### config.mk
export PLATFORM = sky130hd
export DESIGN_NAME = control_sequencer
export DESIGN_NICKNAME = d
export VERILOG_FILES = /design/src/rtl/control_sequencer.sv
export SDC_FILE = /design/constraint.sdc
export NUM_CORES = 1
export LEC_CHECK = 0
export CORE_UTILIZATION = 44
export DETAILED_ROUTE_END_ITERATION = 10
export PLACE_DENSITY = 0.81
export SLEW_MARGIN = 20
export SYNTH_ARGS = -nofsm -noshare
export SYNTH_HDL_FRONTEND = slang
export SYNTH_SLANG_ARGS = --single-unit
export TNS_END_PERCENT = 5
### constraint.sdc
create_clock -name Clock -period 2.7 [get_ports Clock]
set_input_delay 0.405 -clock Clock [delete_from_list [all_inputs] [get_ports Clock]]
set_output_delay 0.405 -clock Clock [all_outputs]
set_load 0.1 [all_outputs]
### src/rtl/control_sequencer.sv
// Hardwired Mini SRC control unit: a RESET/EXEC/HALT state plus a step counter (T0..T7).
// Each strobe is decoded from the registered state and the opcode field of IR.
module control_sequencer #(
   parameter int OPW      = 5,
   parameter int MAX_STEP = 7
) (
   input  logic        Clock,
   input  logic        Clear,
   input  logic [31:0] IR,
   input  logic        BranchOut,
   input  logic        Stop,
   output logic        Run,
   output logic        PCout, Zlowout, Zhighout, MDRout, LOout, HIout, Rout, BAout, Cout, InPortout,
   output logic        PCin, IRin, Yin, Zin, MARin, MDRin, LOin, HIin, Rin, RAin, CONin, OutPortIn,
   output logic        Gra, Grb, Grc,
   output logic        Read, Write,
   output logic        IncPC, ADD, SUB, MUL, DIV, SHR, SHRA, SHL, ROR, ROL, AND, OR, NEG, NOT
);
   localparam int SW = $clog2(MAX_STEP + 1);
   localparam logic [SW-1:0] T0 = SW'(0), T1 = SW'(1), T2 = SW'(2), T3 = SW'(3);
   localparam logic [SW-1:0] T4 = SW'(4), T5 = SW'(5), T6 = SW'(6), T7 = SW'(7);

   localparam logic [OPW-1:0] OP_LD   = 5'b00000, OP_LDI  = 5'b00001, OP_ST   = 5'b00010;
   localparam logic [OPW-1:0] OP_ADD  = 5'b00011, OP_SUB  = 5'b00100, OP_AND  = 5'b00101;
   localparam logic [OPW-1:0] OP_OR   = 5'b00110, OP_ROR  = 5'b00111, OP_ROL  = 5'b01000;
   localparam logic [OPW-1:0] OP_SHR  = 5'b01001, OP_SHRA = 5'b01010, OP_SHL  = 5'b01011;
   localparam logic [OPW-1:0] OP_ADDI = 5'b01100, OP_ANDI = 5'b01101, OP_ORI  = 5'b01110;
   localparam logic [OPW-1:0] OP_DIV  = 5'b01111, OP_MUL  = 5'b10000, OP_NEG  = 5'b10001;
   localparam logic [OPW-1:0] OP_NOT  = 5'b10010, OP_BR   = 5'b10011, OP_JAL  = 5'b10100;
   localparam logic [OPW-1:0] OP_JR   = 5'b10101, OP_IN   = 5'b10110, OP_OUT  = 5'b10111;
   localparam logic [OPW-1:0] OP_MFLO = 5'b11000, OP_MFHI = 5'b11001, OP_HALT = 5'b11011;

   typedef enum logic [1:0] {RESET, EXEC, HALT} state_t;

   state_t         state;
   logic [SW-1:0]  step;
   logic           taken;
   logic [OPW-1:0] opcode;
   logic [SW-1:0]  last_step;
   logic           alu_en;
   logic           unused_ir_bits;

   assign opcode         = IR[31 -: OPW];
   assign unused_ir_bits = ^IR[31-OPW:0];

   always_comb begin
      case (opcode)
         OP_ADD, OP_SUB, OP_AND, OP_OR, OP_ROR, OP_ROL, OP_SHR, OP_SHRA, OP_SHL,
         OP_ADDI, OP_ANDI, OP_ORI, OP_LDI:          last_step = T5;
         OP_NEG, OP_NOT, OP_JAL:                    last_step = T4;
         OP_MUL, OP_DIV, OP_ST, OP_BR:              last_step = T6;
         OP_LD:                                     last_step = SW'(MAX_STEP);
         OP_JR, OP_IN, OP_OUT, OP_MFLO, OP_MFHI:    last_step = T3;
         default:                                   last_step = T2;
      endcase
   end

   // The opcode on IR must already be the fetched instruction when leaving T2;
   // the branch condition is captured on entry to T6 so strobes only move on edges.
   always_ff @(posedge Clock or posedge Clear) begin
      if (Clear) begin
         state <= RESET;
         step  <= T0;
         taken <= 1'b0;
      end else begin
         case (state)
            RESET: begin
               state <= EXEC;
               step  <= T0;
            end
            EXEC: begin
               if (step == T2 && (Stop || opcode == OP_HALT))
                  state <= HALT;
               else if (step == last_step)
                  step <= T0;
               else
                  step <= step + 1'b1;
               if (step == T5)
                  taken <= BranchOut;
            end
            default: state <= HALT;
         endcase
      end
   end

   always_comb begin
      {PCout, Zlowout, Zhighout, MDRout, LOout, HIout, Rout, BAout, Cout, InPortout} = '0;
      {PCin, IRin, Yin, Zin, MARin, MDRin, LOin, HIin, Rin, RAin, CONin, OutPortIn} = '0;
      {Gra, Grb, Grc, Read, Write} = '0;
      {IncPC, ADD, SUB, MUL, DIV, SHR, SHRA, SHL, ROR, ROL, AND, OR, NEG, NOT} = '0;
      alu_en = 1'b0;
      Run    = (state == EXEC);
      if (state == EXEC) begin
         case (step)
            T0: begin PCout = 1'b1; MARin = 1'b1; IncPC = 1'b1; Zin = 1'b1; end
            T1: begin Zlowout = 1'b1; PCin = 1'b1; Read = 1'b1; MDRin = 1'b1; end
            T2: begin MDRout = 1'b1; IRin = 1'b1; end
            default: begin
               case (opcode)
                  OP_ADD, OP_SUB, OP_AND, OP_OR, OP_ROR, OP_ROL, OP_SHR, OP_SHRA, OP_SHL,
                  OP_ADDI, OP_ANDI, OP_ORI: begin
                     if (step == T3) begin Grb = 1'b1; Rout = 1'b1; Yin = 1'b1; end
                     if (step == T4) begin
                        alu_en = 1'b1; Zin = 1'b1;
                        if (opcode == OP_ADDI || opcode == OP_ANDI || opcode == OP_ORI)
                           Cout = 1'b1;
                        else begin
                           Grc = 1'b1; Rout = 1'b1;
                        end
                     end
                     if (step == T5) begin Zlowout = 1'b1; Gra = 1'b1; Rin = 1'b1; end
                  end
                  OP_NEG, OP_NOT: begin
                     if (step == T3) begin Grb = 1'b1; Rout = 1'b1; alu_en = 1'b1; Zin = 1'b1; end
                     if (step == T4) begin Zlowout = 1'b1; Gra = 1'b1; Rin = 1'b1; end
                  end
                  OP_MUL, OP_DIV: begin
                     if (step == T3) begin Gra = 1'b1; Rout = 1'b1; Yin = 1'b1; end
                     if (step == T4) begin Grb = 1'b1; Rout = 1'b1; alu_en = 1'b1; Zin = 1'b1; end
                     if (step == T5) begin Zlowout = 1'b1; LOin = 1'b1; end
                     if (step == T6) begin Zhighout = 1'b1; HIin = 1'b1; end
                  end
                  OP_LD, OP_LDI, OP_ST: begin
                     if (step == T3) begin Grb = 1'b1; BAout = 1'b1; Yin = 1'b1; end
                     if (step == T4) begin Cout = 1'b1; ADD = 1'b1; Zin = 1'b1; end
                     if (step == T5) begin
                        Zlowout = 1'b1;
                        if (opcode == OP_LDI) begin Gra = 1'b1; Rin = 1'b1; end
                        else MARin = 1'b1;
                     end
                     if (step == T6 && opcode == OP_LD) begin Read = 1'b1; MDRin = 1'b1; end
                     if (step == T6 && opcode == OP_ST) begin Gra = 1'b1; Rout = 1'b1; Write = 1'b1; end
                     if (step == T7 && opcode == OP_LD) begin MDRout = 1'b1; Gra = 1'b1; Rin = 1'b1; end
                  end
                  OP_BR: begin
                     if (step == T3) begin Gra = 1'b1; Rout = 1'b1; CONin = 1'b1; end
                     if (step == T4) begin PCout = 1'b1; Yin = 1'b1; end
                     if (step == T5) begin Cout = 1'b1; ADD = 1'b1; Zin = 1'b1; end
                     if (step == T6 && taken) begin Zlowout = 1'b1; PCin = 1'b1; end
                  end
                  OP_JR:   if (step == T3) begin Gra = 1'b1; Rout = 1'b1; PCin = 1'b1; end
                  OP_JAL: begin
                     if (step == T3) begin PCout = 1'b1; RAin = 1'b1; end
                     if (step == T4) begin Gra = 1'b1; Rout = 1'b1; PCin = 1'b1; end
                  end
                  OP_IN:   if (step == T3) begin InPortout = 1'b1; Gra = 1'b1; Rin = 1'b1; end
                  OP_OUT:  if (step == T3) begin Gra = 1'b1; Rout = 1'b1; OutPortIn = 1'b1; end
                  OP_MFLO: if (step == T3) begin LOout = 1'b1; Gra = 1'b1; Rin = 1'b1; end
                  OP_MFHI: if (step == T3) begin HIout = 1'b1; Gra = 1'b1; Rin = 1'b1; end
                  default: ;
               endcase
            end
         endcase
      end
      if (alu_en) begin
         case (opcode)
            OP_ADD, OP_ADDI: ADD  = 1'b1;
            OP_SUB:          SUB  = 1'b1;
            OP_AND, OP_ANDI: AND  = 1'b1;
            OP_OR, OP_ORI:   OR   = 1'b1;
            OP_ROR:          ROR  = 1'b1;
            OP_ROL:          ROL  = 1'b1;
            OP_SHR:          SHR  = 1'b1;
            OP_SHRA:         SHRA = 1'b1;
            OP_SHL:          SHL  = 1'b1;
            OP_MUL:          MUL  = 1'b1;
            OP_DIV:          DIV  = 1'b1;
            OP_NEG:          NEG  = 1'b1;
            OP_NOT:          NOT  = 1'b1;
            default: ;
         endcase
      end
   end
endmodule

==> results of run 1 <==
-- cells in the mapped netlist (3+ instances only) --
master / number / area, um2
nor2_1: 27 / 101.4
nand2_1: 19 / 71.32
a21oi_1: 16 / 80.08
inv_1: 13 / 48.80
nor3_1: 13 / 65.06
ha_1: 11 / 137.6
o21ai_0: 11 / 55.05
nor2b_1: 9 / 56.30
buf_6: 8 / 90.09
a31oi_1: 6 / 37.54
and3_1: 6 / 37.54
buf_2: 6 / 30.03
dfrtp_1: 6 / 150.1
a211oi_1: 5 / 37.54
clkbuf_1: 5 / 18.77
nand3_1: 5 / 25.02
nor3_2: 5 / 50.05
mux2i_1: 4 / 40.04
nand2b_1: 4 / 25.02
nand3b_1: 4 / 30.03
a2111oi_4: 3 / 82.58
nand4_1: 3 / 18.77
nand4b_1: 3 / 26.28
-- logic make-up after synthesis --
logic type / Yosys count / share of synthesized area [%]
fa+ha+maj: 11 / 7.412
mux: 7 / 4.178
flops: 6 / 8.086
compound gates: 68 / 30.93
buf+inv: 36 / 11.32
simple gates: 117 / 38.07
-- per-layer routing --
metal	GRT usage (%)	GRT overflow
met1	68.37	1
met2	95.96	41
met5	0	0
met3	50.34	0
met4	84.57	31
-- repair_timing --
item	4_1_cts
hold endpoints to repair	0
buffers inserted	3
resized for setup	45
pin swaps	6
setup endpoints to repair	35
cloned	1
-- through the flow --
| step | instances | hold WS, ns | instance area (um2) | setup WS, ns |
|---|---|---|---|---|
| 2_1_floorplan | 245 | 0.1960 | 2004 | -0.7272 |
| 3_3_place_gp | 400 | 0.4877 | 3421 | -0.4032 |
| 3_5_place_dp | 400 | 0.4862 | 3421 | -0.5687 |
| 4_1_cts | 407 | 0.3962 | 3645 | -0.01636 |
==> flow_summary.json, run 1 <==
{
  "synth_nets": 292,
  "globalRouteOverflowTotal": 73,
  "synthCells": 245,
  "failed_stage": "global routing",
  "clkSinkCount": 6,
  "cts_max_level": 1,
  "grt_use_total_pct": 72.82,
  "status": "aborted with a tool error",
  "synth-edff-count": 0,
  "io_buffer_count": 50,
  "worstEndpointGrtRepair": "OR",
  "syn_area_um2": 1857,
  "grt_max_degree": 18,
  "ys.warnings.count": 0,
  "io_pins": 78,
  "worst_endpoint_kind": "top-level output",
  "cts_buffer_depth": 2,
  "syn_area_per_cell_um2": 7.579,
  "dieWidth_um": 66.96,
  "hold_buffers": 0,
  "fp.dieH_um": 66.96,
  "gp_congestion": 1.006,
  "numCtsBuffers": 3,
  "dp_hpwl_um": 6282,
  "ys_ff_latch": 6,
  "ys_async_sr_fraction_pct": 100.0,
  "cts_root_buf": "clkbuf_8",
  "error": "[ERROR GRT-0232] Routing congestion too high. Check the congestion heatmap in the GUI.",
  "synth_flop_cell": "dfrtp_1",
  "synth_cell_types": 63,
  "initial_core_util_pct": 46.09,
  "ys_seq_area_share_pct": 8.086,
  "fp-row-count": 23
}
==> inputs of run 2 (changes only) <==
--- a/config.mk
+++ b/config.mk
@@ -5,9 +5,9 @@
 export SDC_FILE = /design/constraint.sdc
 export NUM_CORES = 1
 export LEC_CHECK = 0
-export CORE_UTILIZATION = 44
+export CORE_UTILIZATION = 40
 export DETAILED_ROUTE_END_ITERATION = 10
-export PLACE_DENSITY = 0.81
+export PLACE_DENSITY_LB_ADDON = 0.15
 export SLEW_MARGIN = 20
 export SYNTH_ARGS = -nofsm -noshare
 export SYNTH_HDL_FRONTEND = slang
==> run 2 against run 1 <==
Area after synthesis is the same. The run now ends clean. Synthesized cell count did not move.
==> flow_summary.json, run 2 <==
{
  "status": "completed",
  "synth.most_common_cell": "nor2_1",
  "worst_slack_ns": 0.03209,
  "final_area_um2": 3739,
  "clock_skew_ns": 0.007645,
  "syn2layout_area_growth_pct": 101.3,
  "wl_per_cell_um": 16.84,
  "setup_tns_ns": 0,
  "slew_viol_final": 0,
  "synth_cell_types": 63,
  "syn_area_per_cell_um2": 7.579,
  "grt_use_total_pct": 29.42,
  "setup_viol": 0,
  "hold_slack_ns": 0.4062,
  "placement.cell_area_um2": 3458,
  "largestRegisters": "step: 3 flops, state: 2 flops, taken: 1 flops",
  "rsz0062_at_grt": "yes",
  "fp-row-count": 24,
  "fp.dieH_um": 70.13,
  "ys_async_sr_fraction_pct": 100.0,
  "ys_seq_area_share_pct": 8.086,
  "largest_reg_flops": 3,
  "dp_hpwl_um": 5298,
  "synth_top_area_share_pct": 8.086,
  "synth-edff-count": 0,
  "globalRouteOverflowTotal": 0,
  "numCtsBuffers": 3,
  "mostFrequentLayoutCells": "85 x buf_4, 44 x buf_12, 23 x nor2_1, 19 x nand2_1, 12 x nor3_2",
  "num_vias": 2402,
  "fmax_mhz": 374.8,
  "synth_nets": 292,
  "post-route-min-period_ns": 2.668,
  "ys.warnings.count": 0,
  "drt_pre_antenna_iters": 4,
  "stdcell_count": 416,
  "drc": 0,
  "cts_root_buf": "clkbuf_8",
  "coreArea_um2": 4414,
  "ys_ff_latch": 6,
  "crit_type": "in2out",
  "ant_nets": 0,
  "dieWidth_um": 70.13,
  "grt_max_degree": 13,
  "fin_crit_sh_pct": 98.81,
  "dp.cells": 405,
  "timing.final.hold_violations": 0,
  "drtIter0Drc": 147,
  "synthCells": 245,
  "syn_area_um2": 1857,
  "worstMarginPinSlew_ns": 1.007,
  "grt_pass1_wl_um": 11760,
  "hold_buffers": 0,
  "clkSinkCount": 6,
  "synth_flop_cell": "dfrtp_1",
  "cts_tree": "yes",
  "clock_latency_ns": 0.23,
  "antenna_found_initial": 0,
  "cap_violations": 0,
  "end_kind": "output port",
  "cp.arrival_ns": 2.26,
  "hold_path.class": "in2async",
  "io_pins": 78,
  "slew_headroom_pct": 32.14,
  "dieArea_um2": 4918,
  "gp_congestion": 0.9195,
  "nets": 413,
  "initial_core_util_pct": 42.06,
  "clkTransAtPathRegs_ns": 0.04,
  "cts_buffer_depth": 2,
  "vias_per_cell": 5.774,
  "netlist_top_cells_area": "dfrtp_1 8.1%, ha_1 7.4%, nor2_1 5.5%, buf_6 4.9%, a2111oi_4 4.4%",
  "yosysTopAreaCell": "dfrtp_1",
  "dp_slack_ns": -0.4424,
  "ir_drop_uv": 621.1,
  "ys_top_cells_by_count": "27 x nor2_1, 19 x nand2_1, 16 x a21oi_1, 13 x inv_1, 13 x nor3_1",
  "grt_pass1_vias": 2428,
  "io_buffer_count": 50,
  "antennaDiodeCount": 0,
  "start_kind": "input port",
  "p_leak_uw": 0.001498,
  "drive_gt1_share_pct": 58.52,
  "largest-register": "step",
  "cp_max_fo": 6,
  "final_common_cell": "buf_4",
  "routed_wl_um": 7004,
  "worstPathRequired_ns": 2.30,
  "cts_max_level": 1,
  "power_density_nw_per_um2": 418.9
}
==> run 2: cell counts after synthesis <==
Identical to the previous run, type by type.
==> run 2: power by group <==
part | total, uW | switching, uW | internal, uW
Sequential | 182 | 51.9 | 131
Clock | 140 | 43.7 | 96.2
Combinational | 1240 | 733 | 511
==> run 2: critical path: stages <==
cell      delay [ns]
buf_2           0.13
inv_2           0.06
buf_4           0.14
ha_4            0.18
mux2_4          0.27
a221oi_2        0.25
o21ai_1         0.11
a211oi_1        0.24
buf_4           0.16
a311oi_4        0.10
buf_12          0.22
==> run 2: path summary, 6_finish.rpt <==
check | from | to | slack [ns] | cells after the start
worst max register to register | step[0] | step[1] | 0.68 | 8
max in group asynchronous | Clear | step[1] | 2.08 | 2
min in group Clock | state[1] | state[1] | 0.52 | 1
worst max-delay path | IR[27] | Gra | 0.03 | 11
worst min register to register | state[1] | state[1] | 0.52 | 1
worst min-delay path | Clear | taken | 0.41 | 2
==> run 2: final cells by class <==
type                    instances  area, um2
clock buffers                   3      41.29
inverters                      14      55.05
well taps                      52      65.06
fillers                       237      675.6
repair buffers                138       1615
multi-input cells             203       1812
flip-flops and latches          6      150.1
==> run 2: cells by family (layout without fill, tap and decap cells) <==
kind of cell | Yosys count | count (layout) | share of synthesized area, %
AO/OA/AOI/OAI | 68 | 68 | 30.93
buffers and inverters | 36 | 155 | 11.32
AND/OR/NAND/NOR | 117 | 117 | 38.07
flip-flops | 6 | 6 | 8.086
adder cells (fa/ha/maj) | 11 | 11 | 7.412
multiplexers | 7 | 7 | 4.178
==> run 2: timing repair <==
item / in CTS / in global routing
setup buffers: 7 / 0
setup endpoints to repair: 28 / 9
pin swaps: 6 / 2
gates cloned: 1 / 0
resized for setup: 42 / 8
==> run 2: metal layers <==
metal | track usage (%) | routed length [um] | vias to the layer above
met4 | 8.000 | 105 | 0
met1 | 37.77 | 3005 | 1144
li1 | - | - | 1145
met2 | 52.35 | 3601 | 102
met5 | 0 | 0 | -
met3 | 2.597 | 291 | 11
==> run 2: through the flow <==
stage | total power [uW] | util, %
after floorplan | 895.4 | -
after global routing | 1661 | 84.69
after CTS | 1527 | 83.82
after global placement | 1301 | 78.34
final | 1566 | 84.69
after detailed placement | 1338 | 78.34
Note: power is estimated with default switching activity, not from simulation.
